==> src/rtl/pipe_pkg.sv <==
// Shared pipeline types: ALU op encodings, forwarding select and the ID/EX slot record.
package pipe_pkg;

    localparam int PIPE_DATA_WIDTH     = 32;
    localparam int PIPE_OPCODE_LENGTH  = 4;
    localparam int PIPE_REG_ADDR_WIDTH = 5;

    localparam logic [PIPE_OPCODE_LENGTH-1:0] ALU_AND = 4'b0000;
    localparam logic [PIPE_OPCODE_LENGTH-1:0] ALU_OR  = 4'b0001;
    localparam logic [PIPE_OPCODE_LENGTH-1:0] ALU_ADD = 4'b0010;
    localparam logic [PIPE_OPCODE_LENGTH-1:0] ALU_SUB = 4'b0011;
    localparam logic [PIPE_OPCODE_LENGTH-1:0] ALU_SLL = 4'b0100;
    localparam logic [PIPE_OPCODE_LENGTH-1:0] ALU_SRL = 4'b0101;
    localparam logic [PIPE_OPCODE_LENGTH-1:0] ALU_SRA = 4'b0111;
    localparam logic [PIPE_OPCODE_LENGTH-1:0] ALU_EQ  = 4'b1000;
    localparam logic [PIPE_OPCODE_LENGTH-1:0] ALU_XOR = 4'b1010;
    localparam logic [PIPE_OPCODE_LENGTH-1:0] ALU_SLT = 4'b1100;

    typedef enum logic [1:0] {
        FWD_REG   = 2'd0,
        FWD_MEMWB = 2'd1,
        FWD_EXMEM = 2'd2
    } fwd_sel_e;

    typedef struct packed {
        logic                                 valid;
        logic [PIPE_REG_ADDR_WIDTH-1:0]       rs1;
        logic [PIPE_REG_ADDR_WIDTH-1:0]       rs2;
        logic [PIPE_REG_ADDR_WIDTH-1:0]       rd;
        logic [PIPE_DATA_WIDTH-1:0]           rd1;
        logic [PIPE_DATA_WIDTH-1:0]           rd2;
        logic [PIPE_DATA_WIDTH-1:0]           imm;
        logic [PIPE_OPCODE_LENGTH-1:0]        alu_op;
        logic                                 alu_src;
        logic                                 reg_write;
        logic                                 mem_read;
        logic                                 mem_write;
    } id_ex_t;

endpackage

==> src/rtl/id_ex_stage_if.sv <==
// Decode-to-EX bus: decoded fields in, forwarding sources in, ALU operands and EX control out.
interface id_ex_stage_if #(
    parameter int DATA_WIDTH     = 32,
    parameter int OPCODE_LENGTH  = 4,
    parameter int REG_ADDR_WIDTH = 5
);
    logic                      id_valid;
    logic [REG_ADDR_WIDTH-1:0] id_rs1;
    logic [REG_ADDR_WIDTH-1:0] id_rs2;
    logic [REG_ADDR_WIDTH-1:0] id_rd;
    logic [DATA_WIDTH-1:0]     id_rd1;
    logic [DATA_WIDTH-1:0]     id_rd2;
    logic [DATA_WIDTH-1:0]     id_imm;
    logic [OPCODE_LENGTH-1:0]  id_alu_op;
    logic                      id_alu_src;
    logic                      id_reg_write;
    logic                      id_mem_read;
    logic                      id_mem_write;
    logic                      flush;

    logic                      exmem_reg_write;
    logic [REG_ADDR_WIDTH-1:0] exmem_rd;
    logic [DATA_WIDTH-1:0]     exmem_result;
    logic                      memwb_reg_write;
    logic [REG_ADDR_WIDTH-1:0] memwb_rd;
    logic [DATA_WIDTH-1:0]     memwb_result;

    logic                      stall;
    logic                      ex_valid;
    logic [DATA_WIDTH-1:0]     SrcA;
    logic [DATA_WIDTH-1:0]     SrcB;
    logic [OPCODE_LENGTH-1:0]  Operation;
    logic [REG_ADDR_WIDTH-1:0] ex_rd;
    logic [DATA_WIDTH-1:0]     ex_store_data;
    logic                      ex_reg_write;
    logic                      ex_mem_read;
    logic                      ex_mem_write;

    modport slave (
        input  id_valid, id_rs1, id_rs2, id_rd, id_rd1, id_rd2, id_imm,
               id_alu_op, id_alu_src, id_reg_write, id_mem_read, id_mem_write, flush,
               exmem_reg_write, exmem_rd, exmem_result,
               memwb_reg_write, memwb_rd, memwb_result,
        output stall, ex_valid, SrcA, SrcB, Operation, ex_rd, ex_store_data,
               ex_reg_write, ex_mem_read, ex_mem_write
    );

    modport master (
        output id_valid, id_rs1, id_rs2, id_rd, id_rd1, id_rd2, id_imm,
               id_alu_op, id_alu_src, id_reg_write, id_mem_read, id_mem_write, flush,
               exmem_reg_write, exmem_rd, exmem_result,
               memwb_reg_write, memwb_rd, memwb_result,
        input  stall, ex_valid, SrcA, SrcB, Operation, ex_rd, ex_store_data,
               ex_reg_write, ex_mem_read, ex_mem_write
    );

endinterface

==> src/rtl/forward_unit.sv <==
// Operand forwarding select for the instruction sitting in EX; purely combinational.
module forward_unit
    import pipe_pkg::*;
#(
    parameter int REG_ADDR_WIDTH = 5
) (
    input  logic [REG_ADDR_WIDTH-1:0] ex_rs1,
    input  logic [REG_ADDR_WIDTH-1:0] ex_rs2,
    input  logic                      exmem_reg_write,
    input  logic [REG_ADDR_WIDTH-1:0] exmem_rd,
    input  logic                      memwb_reg_write,
    input  logic [REG_ADDR_WIDTH-1:0] memwb_rd,
    output fwd_sel_e                  fwd_a,
    output fwd_sel_e                  fwd_b
);

    // x0 is hardwired, so it never takes a bypass; the younger EX/MEM result wins.
    function automatic fwd_sel_e pick(
        input logic [REG_ADDR_WIDTH-1:0] rs,
        input logic                      em_we,
        input logic [REG_ADDR_WIDTH-1:0] em_rd,
        input logic                      mw_we,
        input logic [REG_ADDR_WIDTH-1:0] mw_rd
    );
        if (rs == '0)
            return FWD_REG;
        if (em_we && (em_rd == rs))
            return FWD_EXMEM;
        if (mw_we && (mw_rd == rs))
            return FWD_MEMWB;
        return FWD_REG;
    endfunction

    always_comb begin
        fwd_a = pick(ex_rs1, exmem_reg_write, exmem_rd, memwb_reg_write, memwb_rd);
        fwd_b = pick(ex_rs2, exmem_reg_write, exmem_rd, memwb_reg_write, memwb_rd);
    end

endmodule

==> src/rtl/id_ex_stage.sv <==
// ID/EX pipeline register with operand forwarding and load-use stall detection.
// Define ID_EX_PERF_EN to add saturating stall/flush event counters.
module id_ex_stage
    import pipe_pkg::*;
#(
    parameter int DATA_WIDTH     = 32,
    parameter int OPCODE_LENGTH  = 4,
    parameter int REG_ADDR_WIDTH = 5
) (
    input  logic         clk,
    input  logic         reset,
    id_ex_stage_if.slave bus
`ifdef ID_EX_PERF_EN
    ,
    output logic [31:0]  perf_stall_cnt,
    output logic [31:0]  perf_flush_cnt
`endif
);

    id_ex_t                  ex_q;
    id_ex_t                  ex_d;
    fwd_sel_e                sel_a;
    fwd_sel_e                sel_b;
    logic [DATA_WIDTH-1:0]   fwd_rs1;
    logic [DATA_WIDTH-1:0]   fwd_rs2;
    logic                    load_use;

    // Keyed on registered state, so an asynchronous reset drops the stall at once.
    assign load_use = bus.id_valid & ex_q.valid & ex_q.mem_read & (ex_q.rd != '0) &
                      ((ex_q.rd == bus.id_rs1) | (ex_q.rd == bus.id_rs2));

    always_comb begin
        ex_d = '0;
        if (!bus.flush && !load_use) begin
            ex_d.valid     = bus.id_valid;
            ex_d.rs1       = bus.id_rs1;
            ex_d.rs2       = bus.id_rs2;
            ex_d.rd        = bus.id_rd;
            ex_d.rd1       = bus.id_rd1;
            ex_d.rd2       = bus.id_rd2;
            ex_d.imm       = bus.id_imm;
            ex_d.alu_op    = bus.id_alu_op;
            ex_d.alu_src   = bus.id_alu_src;
            ex_d.reg_write = bus.id_reg_write;
            ex_d.mem_read  = bus.id_mem_read;
            ex_d.mem_write = bus.id_mem_write;
        end
    end

    always_ff @(posedge clk or negedge reset) begin
        if (!reset)
            ex_q <= '0;
        else
            ex_q <= ex_d;
    end

    forward_unit #(
        .REG_ADDR_WIDTH (REG_ADDR_WIDTH)
    ) u_forward_unit (
        .ex_rs1          (ex_q.rs1),
        .ex_rs2          (ex_q.rs2),
        .exmem_reg_write (bus.exmem_reg_write),
        .exmem_rd        (bus.exmem_rd),
        .memwb_reg_write (bus.memwb_reg_write),
        .memwb_rd        (bus.memwb_rd),
        .fwd_a           (sel_a),
        .fwd_b           (sel_b)
    );

    always_comb begin
        case (sel_a)
            FWD_EXMEM: fwd_rs1 = bus.exmem_result;
            FWD_MEMWB: fwd_rs1 = bus.memwb_result;
            default:   fwd_rs1 = ex_q.rd1;
        endcase
        case (sel_b)
            FWD_EXMEM: fwd_rs2 = bus.exmem_result;
            FWD_MEMWB: fwd_rs2 = bus.memwb_result;
            default:   fwd_rs2 = ex_q.rd2;
        endcase
    end

    assign bus.stall         = load_use;
    assign bus.ex_valid      = ex_q.valid;
    assign bus.SrcA          = fwd_rs1;
    assign bus.SrcB          = ex_q.alu_src ? ex_q.imm : fwd_rs2;
    assign bus.ex_store_data = fwd_rs2;
    assign bus.Operation     = ex_q.alu_op;
    assign bus.ex_rd         = ex_q.rd;
    assign bus.ex_reg_write  = ex_q.valid & ex_q.reg_write;
    assign bus.ex_mem_read   = ex_q.valid & ex_q.mem_read;
    assign bus.ex_mem_write  = ex_q.valid & ex_q.mem_write;

`ifdef ID_EX_PERF_EN
    always_ff @(posedge clk or negedge reset) begin
        if (!reset) begin
            perf_stall_cnt <= '0;
            perf_flush_cnt <= '0;
        end else begin
            if (load_use && !bus.flush && (perf_stall_cnt != '1))
                perf_stall_cnt <= perf_stall_cnt + 32'd1;
            if (bus.flush && (perf_flush_cnt != '1))
                perf_flush_cnt <= perf_flush_cnt + 32'd1;
        end
    end
`endif

endmodule

==> src/flat_wrapper.sv <==
// flat-port wrapper written by rule: the top's interface ports become plain ports
module id_ex_stage_flat import pipe_pkg::*;
#(
    parameter int DATA_WIDTH     = 32,
    parameter int OPCODE_LENGTH  = 4,
    parameter int REG_ADDR_WIDTH = 5
)
  (clk, reset, bus_id_valid, bus_id_rs1, bus_id_rs2, bus_id_rd, bus_id_rd1, bus_id_rd2, bus_id_imm, bus_id_alu_op, bus_id_alu_src, bus_id_reg_write, bus_id_mem_read, bus_id_mem_write, bus_flush, bus_exmem_reg_write, bus_exmem_rd, bus_exmem_result, bus_memwb_reg_write, bus_memwb_rd, bus_memwb_result, bus_stall, bus_ex_valid, bus_SrcA, bus_SrcB, bus_Operation, bus_ex_rd, bus_ex_store_data, bus_ex_reg_write, bus_ex_mem_read, bus_ex_mem_write);
  id_ex_stage_if #(.DATA_WIDTH(DATA_WIDTH), .OPCODE_LENGTH(OPCODE_LENGTH), .REG_ADDR_WIDTH(REG_ADDR_WIDTH)) bus_i ();
  input  logic clk;
  input  logic reset;
  input wire logic [$bits(bus_i.id_valid)-1:0] bus_id_valid;
  input wire logic [$bits(bus_i.id_rs1)-1:0] bus_id_rs1;
  input wire logic [$bits(bus_i.id_rs2)-1:0] bus_id_rs2;
  input wire logic [$bits(bus_i.id_rd)-1:0] bus_id_rd;
  input wire logic [$bits(bus_i.id_rd1)-1:0] bus_id_rd1;
  input wire logic [$bits(bus_i.id_rd2)-1:0] bus_id_rd2;
  input wire logic [$bits(bus_i.id_imm)-1:0] bus_id_imm;
  input wire logic [$bits(bus_i.id_alu_op)-1:0] bus_id_alu_op;
  input wire logic [$bits(bus_i.id_alu_src)-1:0] bus_id_alu_src;
  input wire logic [$bits(bus_i.id_reg_write)-1:0] bus_id_reg_write;
  input wire logic [$bits(bus_i.id_mem_read)-1:0] bus_id_mem_read;
  input wire logic [$bits(bus_i.id_mem_write)-1:0] bus_id_mem_write;
  input wire logic [$bits(bus_i.flush)-1:0] bus_flush;
  input wire logic [$bits(bus_i.exmem_reg_write)-1:0] bus_exmem_reg_write;
  input wire logic [$bits(bus_i.exmem_rd)-1:0] bus_exmem_rd;
  input wire logic [$bits(bus_i.exmem_result)-1:0] bus_exmem_result;
  input wire logic [$bits(bus_i.memwb_reg_write)-1:0] bus_memwb_reg_write;
  input wire logic [$bits(bus_i.memwb_rd)-1:0] bus_memwb_rd;
  input wire logic [$bits(bus_i.memwb_result)-1:0] bus_memwb_result;
  output wire logic [$bits(bus_i.stall)-1:0] bus_stall;
  output wire logic [$bits(bus_i.ex_valid)-1:0] bus_ex_valid;
  output wire logic [$bits(bus_i.SrcA)-1:0] bus_SrcA;
  output wire logic [$bits(bus_i.SrcB)-1:0] bus_SrcB;
  output wire logic [$bits(bus_i.Operation)-1:0] bus_Operation;
  output wire logic [$bits(bus_i.ex_rd)-1:0] bus_ex_rd;
  output wire logic [$bits(bus_i.ex_store_data)-1:0] bus_ex_store_data;
  output wire logic [$bits(bus_i.ex_reg_write)-1:0] bus_ex_reg_write;
  output wire logic [$bits(bus_i.ex_mem_read)-1:0] bus_ex_mem_read;
  output wire logic [$bits(bus_i.ex_mem_write)-1:0] bus_ex_mem_write;
  assign bus_i.id_valid = bus_id_valid;
  assign bus_i.id_rs1 = bus_id_rs1;
  assign bus_i.id_rs2 = bus_id_rs2;
  assign bus_i.id_rd = bus_id_rd;
  assign bus_i.id_rd1 = bus_id_rd1;
  assign bus_i.id_rd2 = bus_id_rd2;
  assign bus_i.id_imm = bus_id_imm;
  assign bus_i.id_alu_op = bus_id_alu_op;
  assign bus_i.id_alu_src = bus_id_alu_src;
  assign bus_i.id_reg_write = bus_id_reg_write;
  assign bus_i.id_mem_read = bus_id_mem_read;
  assign bus_i.id_mem_write = bus_id_mem_write;
  assign bus_i.flush = bus_flush;
  assign bus_i.exmem_reg_write = bus_exmem_reg_write;
  assign bus_i.exmem_rd = bus_exmem_rd;
  assign bus_i.exmem_result = bus_exmem_result;
  assign bus_i.memwb_reg_write = bus_memwb_reg_write;
  assign bus_i.memwb_rd = bus_memwb_rd;
  assign bus_i.memwb_result = bus_memwb_result;
  assign bus_stall = bus_i.stall;
  assign bus_ex_valid = bus_i.ex_valid;
  assign bus_SrcA = bus_i.SrcA;
  assign bus_SrcB = bus_i.SrcB;
  assign bus_Operation = bus_i.Operation;
  assign bus_ex_rd = bus_i.ex_rd;
  assign bus_ex_store_data = bus_i.ex_store_data;
  assign bus_ex_reg_write = bus_i.ex_reg_write;
  assign bus_ex_mem_read = bus_i.ex_mem_read;
  assign bus_ex_mem_write = bus_i.ex_mem_write;
  id_ex_stage #(.DATA_WIDTH(DATA_WIDTH), .OPCODE_LENGTH(OPCODE_LENGTH), .REG_ADDR_WIDTH(REG_ADDR_WIDTH)) u_core (.clk(clk), .reset(reset), .bus(bus_i));
endmodule
==> config.mk <==
export PLATFORM = sky130hd
export DESIGN_NAME = id_ex_stage_flat
export DESIGN_NICKNAME = d
export VERILOG_FILES = /design/src/rtl/pipe_pkg.sv /design/src/rtl/id_ex_stage_if.sv /design/src/rtl/forward_unit.sv /design/src/rtl/id_ex_stage.sv /design/src/flat_wrapper.sv
export SDC_FILE = /design/constraint.sdc
export NUM_CORES = 1
export LEC_CHECK = 0
export CAP_MARGIN = 30
export CORE_UTILIZATION = 40
export CTS_CLUSTER_SIZE = 25
export DETAILED_ROUTE_END_ITERATION = 7
export DONT_BUFFER_PORTS = 1
export GPL_ROUTABILITY_DRIVEN = 1
export SKIP_CTS_REPAIR_TIMING = 1
export SLEW_MARGIN = 20
export SYNTH_ARGS = -nofsm -noshare
export SYNTH_HDL_FRONTEND = slang
export SYNTH_SLANG_ARGS = --single-unit
==> constraint.sdc <==
create_clock -name clk -period 2.62 [get_ports clk]
set_clock_uncertainty 0.15 [all_clocks]
set_input_delay 0.262 -clock clk [delete_from_list [all_inputs] [get_ports clk]]
set_output_delay 0.262 -clock clk [all_outputs]
set_load 0.05 [all_outputs]
==> results.toml, run 1 <==
[placed_design]
place_area_um2 = 9330
dpl_worst_slack_ns = -0.268
dp_hpwl_um = 16700
place_congestion = 0.900
io_buffer_count = 0

[logic_synthesis]
seq_area_frac_synth_pct = 42.9
synth-seq-cells = 120
syn-num-nets = 930
synth.largest_area_cell = "dfrtp_1"
synth_top_area_share_pct = 42.9
synth.cell_area_um2 = 7000
synth_cell_types = 25
avgSynthCellArea_um2 = 9.63
yosys_warnings = 0
synthCells = 727
netlist_top_cells_area = "dfrtp_1 43%, a21oi_2 11%, nand2b_1 11%"

[timing]
worst_endpoint = "bus_SrcB[14]"
worst_endpoint_kind = "primary output"

[floorplan]
start_util_pct = 40.8
fp.dieH_um = 134
num_rows = 48
io_pins = 309
die_x_um = 134

[clock_tree]
root_buffer = "clkbuf_16"
h-tree-depth = 4
cts_buffers = 17
clk_path_buf_depth = 2
cts.sinks = 120

[status]
haltStage = "5_1_grt"
outcome = "aborted with a tool error"
stop_error = "[ERROR RSZ-0060] Max buffer count reached."

[global_routing]
grt_max_degree = 121
==> through the flow <==
stage          utilization [%]  hold WS [ns]  std cells
3_3_place_gp              54.3        -0.179        989
4_1_cts                   58.2        -0.617       1020
2_1_floorplan                -        -0.184        727
3_5_place_dp              54.3        -0.179        989
==> Yosys cell counts (all sizes together) <==
library cell    n
mux2           32
ha              4
o21ai          66
and3            2
a21oi         120
nor2b           2
nand2          68
and2            4
dfrtp         120
buf            28
xor2            8
xnor2          22
nand3           2
nand2b        120
o22ai           1
clkbuf         50
nand4           2
or4             5
o211a           1
nor4            4
nor2            2
a22oi          64
==> cells by family after synthesis <==
| kind of cell | synth area share (%) |
|---|---|
| compound gates | 25.2 |
| xor+xnor | 3.75 |
| fa+ha+maj | 0.715 |
| buf+inv | 5.90 |
| flops | 42.9 |
| mux | 5.15 |
| simple gates | 16.4 |
==> inputs of run 2 (changes only) <==
--- a/config.mk
+++ b/config.mk
@@ -6,11 +6,11 @@
 export NUM_CORES = 1
 export LEC_CHECK = 0
 export CAP_MARGIN = 30
-export CORE_UTILIZATION = 40
-export CTS_CLUSTER_SIZE = 25
+export CORE_UTILIZATION = 25
 export DETAILED_ROUTE_END_ITERATION = 7
 export DONT_BUFFER_PORTS = 1
 export GPL_ROUTABILITY_DRIVEN = 1
+export PLACE_DENSITY_LB_ADDON = 0.15
 export SKIP_CTS_REPAIR_TIMING = 1
 export SLEW_MARGIN = 20
 export SYNTH_ARGS = -nofsm -noshare
==> constraint.sdc (replaced) <==
create_clock -name clk -period 3.4 [get_ports clk]
set_clock_uncertainty 0.15 [all_clocks]
set_input_delay 0.34 -clock clk [delete_from_list [all_inputs] [get_ports clk]]
set_output_delay 0.34 -clock clk [all_outputs]
set_load 0.05 [all_outputs]
==> run 2 against run 1 <==
  * Area after synthesis unchanged
  * The flow now finishes, with violations (negative setup slack)
  * Synthesized cell count unchanged
==> results.toml, run 2 <==
[status]
outcome = "finished with violations"
violations = "negative setup slack"

[placed_design]
place_area_um2 = 8430
dp_hpwl_um = 18400
io_buffer_count = 0
dpl_worst_slack_ns = 0.268
place_congestion = 0.818

[worst_setup_path]
worstSetupStartpointType = "register"
ff2ff_setup_slack_ns = 0.34
crit_arrival_ns = 2.94
required_ns = 2.91
timing.rr.start = "u_core.bus.ex_rd[0]$_DFF_PN0_"
path_class = "register to output port"
cp-startpoint = "u_core.ex_q[111]$_DFF_PN0_"
worst-path-max-fanout = 13
r2r_end = "u_core.ex_q[26]$_DFF_PN0_"
critPathCaptureType = "output port"
reg2reg_depth = 5
crit_end = "bus_SrcB[23]"

[logic_synthesis]
synth.largest_area_cell = "dfrtp_1"
synth-seq-cells = 120
synth_top_area_share_pct = 42.9
netlist_top_cells_area = "dfrtp_1 43%, a21oi_2 11%, nand2b_1 11%"
avgSynthCellArea_um2 = 9.63
synth_flop_cell = "dfrtp_1"
syn-num-nets = 930
synth_edf_count = 0
synth.cell_area_um2 = 7000
synth-simple-area-share_pct = 16.4
synth_top_family_by_area = "compound AO/OA/AOI/OAI gates"
async_flop_share_pct = 100
synth_cell_types = 25
synthTopCellsByCount = "120 x dfrtp_1, 120 x nand2b_1, 90 x a21oi_2"
synthAdderAreaFrac_pct = 0.715
synthCells = 727
yosys_warnings = 0
synth_compound_area_share_pct = 25.2
synth-xor-area-share_pct = 3.75
synth.area.mux_share_pct = 5.15
seq_area_frac_synth_pct = 42.9

[finish]
finish.instance_area_um2 = 11700
syn_to_final_growth_pct = 66.9
drive_gt1_share_pct = 32.6
top_register = "u_core.ex_q"
layout_commonest_cell = "dlygate4sd3_1"
fillerInstances = 2663
design.final.nets = 1217
largest_reg_flops = 110
final_cell_mix = "221 x dlygate4sd3_1, 120 x nand2b_1, 119 x dfrtp_1"
antenna_cells = 0

[drt]
met2_length_um = 14500
routedWlPerCell_um = 20.2
drcViolationCount = 0
dr.first_iter.drc_count = 275
routed.top_layer = "met4"
num_vias = 6679
viasPerCell = 4.78
drtAntennaViolNets = 0
wl_met3_um = 1710
drt-met1-wl_um = 11500
first_pass_iters = 4
drt-total-wl_um = 28200

[power_and_ir_drop]
vdd_drop_max_v = 0.000224
leakage_nw = 4.56
powerDensity_nw_per_um2 = 390
report.power.total_mw = 4.56

[min_path]
hold_depth = 2
min_path_type = "input pin to register"

[clock_tree]
root_buffer = "clkbuf_16"
cts_tree = "yes"
clk_pin_slew_ns = 0.06
cts.sinks = 120
clk_path_buf_depth = 2
h-tree-depth = 4
cts_buffers = 17
clk_latency_ns = 0.41

[floorplan]
io_pins = 309
num_rows = 60
die_x_um = 169
die_area_um2 = 28700
fp.dieH_um = 169
start_util_pct = 25.7
core_area_um2 = 27300

[global_routing]
grt_pass1_wl_um = 38600
grtUsageTotal_pct = 18.1
grt_pass1_vias = 6369
grt_max_degree = 121
grt_overflow = 0
grt_antenna_before_repair = 0

[timing]
min_period_ns = 3.43
fin_ws_ns = -0.0295
maxSlewViolCount = 0
fin_hold_ws_ns = 0.000514
finalCritPeriodShare_pct = 101
relSlewSlack_pct = 34.8
final_hold_viol_count = 0
rsz0062_at_grt = "yes"
tightest_slew_ns = 0.978
max_freq_mhz = 292
setup_viol = 10

[job]
drv_cap = 0
## run 2: cell families after synthesis
family | after synthesis
AOI/OAI and AO/OA | 252
and+or+nand+nor | 211
DFF | 120
buffers and inverters | 78
muxes | 32
xor gates and xnor gates | 30
adders and majority gates | 4
## run 2: final cells by class
type                            instances  area [µm²]  share of cell area [%]
Timing Repair Buffer                  346        3710                    31.8
Multi-Input combinational cell        529        3900                    33.4
Tap cell                              372         465                    3.98
Clock inverter                         12         151                    1.30
Clock buffer                           19         453                    3.88
Sequential cell                       120        3000                    25.7
## run 2: layer usage
metal / vias to the layer above / track usage, %
li1: 3087 / -
met1: 3313 / 21.4
met2: 243 / 31.6
met3: 36 / 4.94
met4: 0 / 5.84
met5: - / 0
## run 2: power breakdown
group	leakage [nW]	internal [mW]	switching (mW)	total [mW]
combinational	2.72	0.517	0.609	1.13
clock	0.295	1.18	0.686	1.87
sequential	1.55	1.50	0.0604	1.56
total	4.56	3.20	1.36	4.56
## run 2: worst min path at each step
stage,start,to
floorplan,reset,u_core.bus.Operation[0]$_DFF_PN0_
global placement,reset,u_core.ex_q[31]$_DFF_PN0_
detailed placement,reset,u_core.ex_q[31]$_DFF_PN0_
CTS,reset,u_core.ex_q[67]$_DFF_PN0_
global route,bus_flush,u_core.ex_q[13]$_DFF_PN0_
finish,bus_flush,u_core.ex_q[11]$_DFF_PN0_
## run 2: through the flow
step	cells	TNS, ns	utilization, %
6_report	1398	-0.112	42.9
2_1_floorplan	727	-3.94	-
3_3_place_gp	1138	0	30.9
5_1_grt	1398	-2.48	42.9
4_1_cts	1169	-2.79	33.1
3_5_place_dp	1138	0	30.9
## run 2: critical path, stage by stage (launching register included)
cell	delay [ns]
dfrtp_1	0.43
xor2_1	0.18
nor4_1	0.06
and3_2	0.22
or4_4	0.53
ha_4	0.20
buf_12	0.15
a22oi_2	0.17
o21ai_2	0.12
mux2_2	0.30
buf_12	0.15
Note: power is estimated with default switching activity, not from simulation.
==> inputs of run 3 (changes only) <==
--- a/config.mk
+++ b/config.mk
@@ -6,6 +6,7 @@
 export NUM_CORES = 1
 export LEC_CHECK = 0
 export CAP_MARGIN = 30
+export CORE_MARGIN = 3
 export CORE_UTILIZATION = 25
 export DETAILED_ROUTE_END_ITERATION = 7
 export DONT_BUFFER_PORTS = 1
==> run 3 against run 2 <==
  * Synthesized cell count unchanged
  * The flow now stops in 5_1_grt
  * Area after synthesis unchanged
==> results.toml, run 3 <==
[clock_tree]
cts.sinks = 120
root_buffer = "clkbuf_16"
clk_path_buf_depth = 2
cts_buffers = 17
h-tree-depth = 4

[logic_synthesis]
synth_flop_cell = "dfrtp_1"
synth-seq-cells = 120
avgSynthCellArea_um2 = 9.63
syn-num-nets = 930
synth.largest_area_cell = "dfrtp_1"
synthCells = 727
synth.cell_area_um2 = 7000
netlist_top_cells_area = "dfrtp_1 43%, a21oi_2 11%, nand2b_1 11%"
synthTopCellsByCount = "120 x dfrtp_1, 120 x nand2b_1, 90 x a21oi_2"
synth_top_area_share_pct = 42.9
seq_area_frac_synth_pct = 42.9
async_flop_share_pct = 100
synth_edf_count = 0
yosys_warnings = 0
synth_cell_types = 25

[global_routing]
grt_max_degree = 121

[timing]
worst_endpoint = "bus_SrcB[20]"
worst_endpoint_kind = "primary output"

[placed_design]
dpl_worst_slack_ns = 0.213
dp_hpwl_um = 18800
io_buffer_count = 0
place_congestion = 0.824

[floorplan]
io_pins = 309
start_util_pct = 25.7
die_x_um = 173
num_rows = 60
fp.dieH_um = 173

[status]
stop_error = "[ERROR RSZ-0060] Max buffer count reached."
haltStage = "5_1_grt"
outcome = "aborted with a tool error"
==> run 3: cell counts after synthesis <==
No cell type changed its count.
==> run 3: logic make-up after synthesis <==
kind of cell             Yosys count  share of synthesized area [%]
AO/OA/AOI/OAI                    252                           25.2
XOR/XNOR                          30                           3.75
adder cells (fa/ha/maj)            4                          0.715
buffers and inverters             78                           5.90
flip-flops                       120                           42.9
multiplexers                      32                           5.15
AND/OR/NAND/NOR                  211                           16.4
==> run 3: metrics by stage <==
| stage | TNS, ns | cell area, µm² | std cells | util [%] |
|---|---|---|---|---|
| after global placement | 0 | 8410 | 1131 | 30.9 |
| after detailed placement | 0 | 8410 | 1131 | 30.9 |
| after floorplan | -3.94 | 7000 | 727 | - |
| after CTS | -3.53 | 9040 | 1163 | 33.2 |
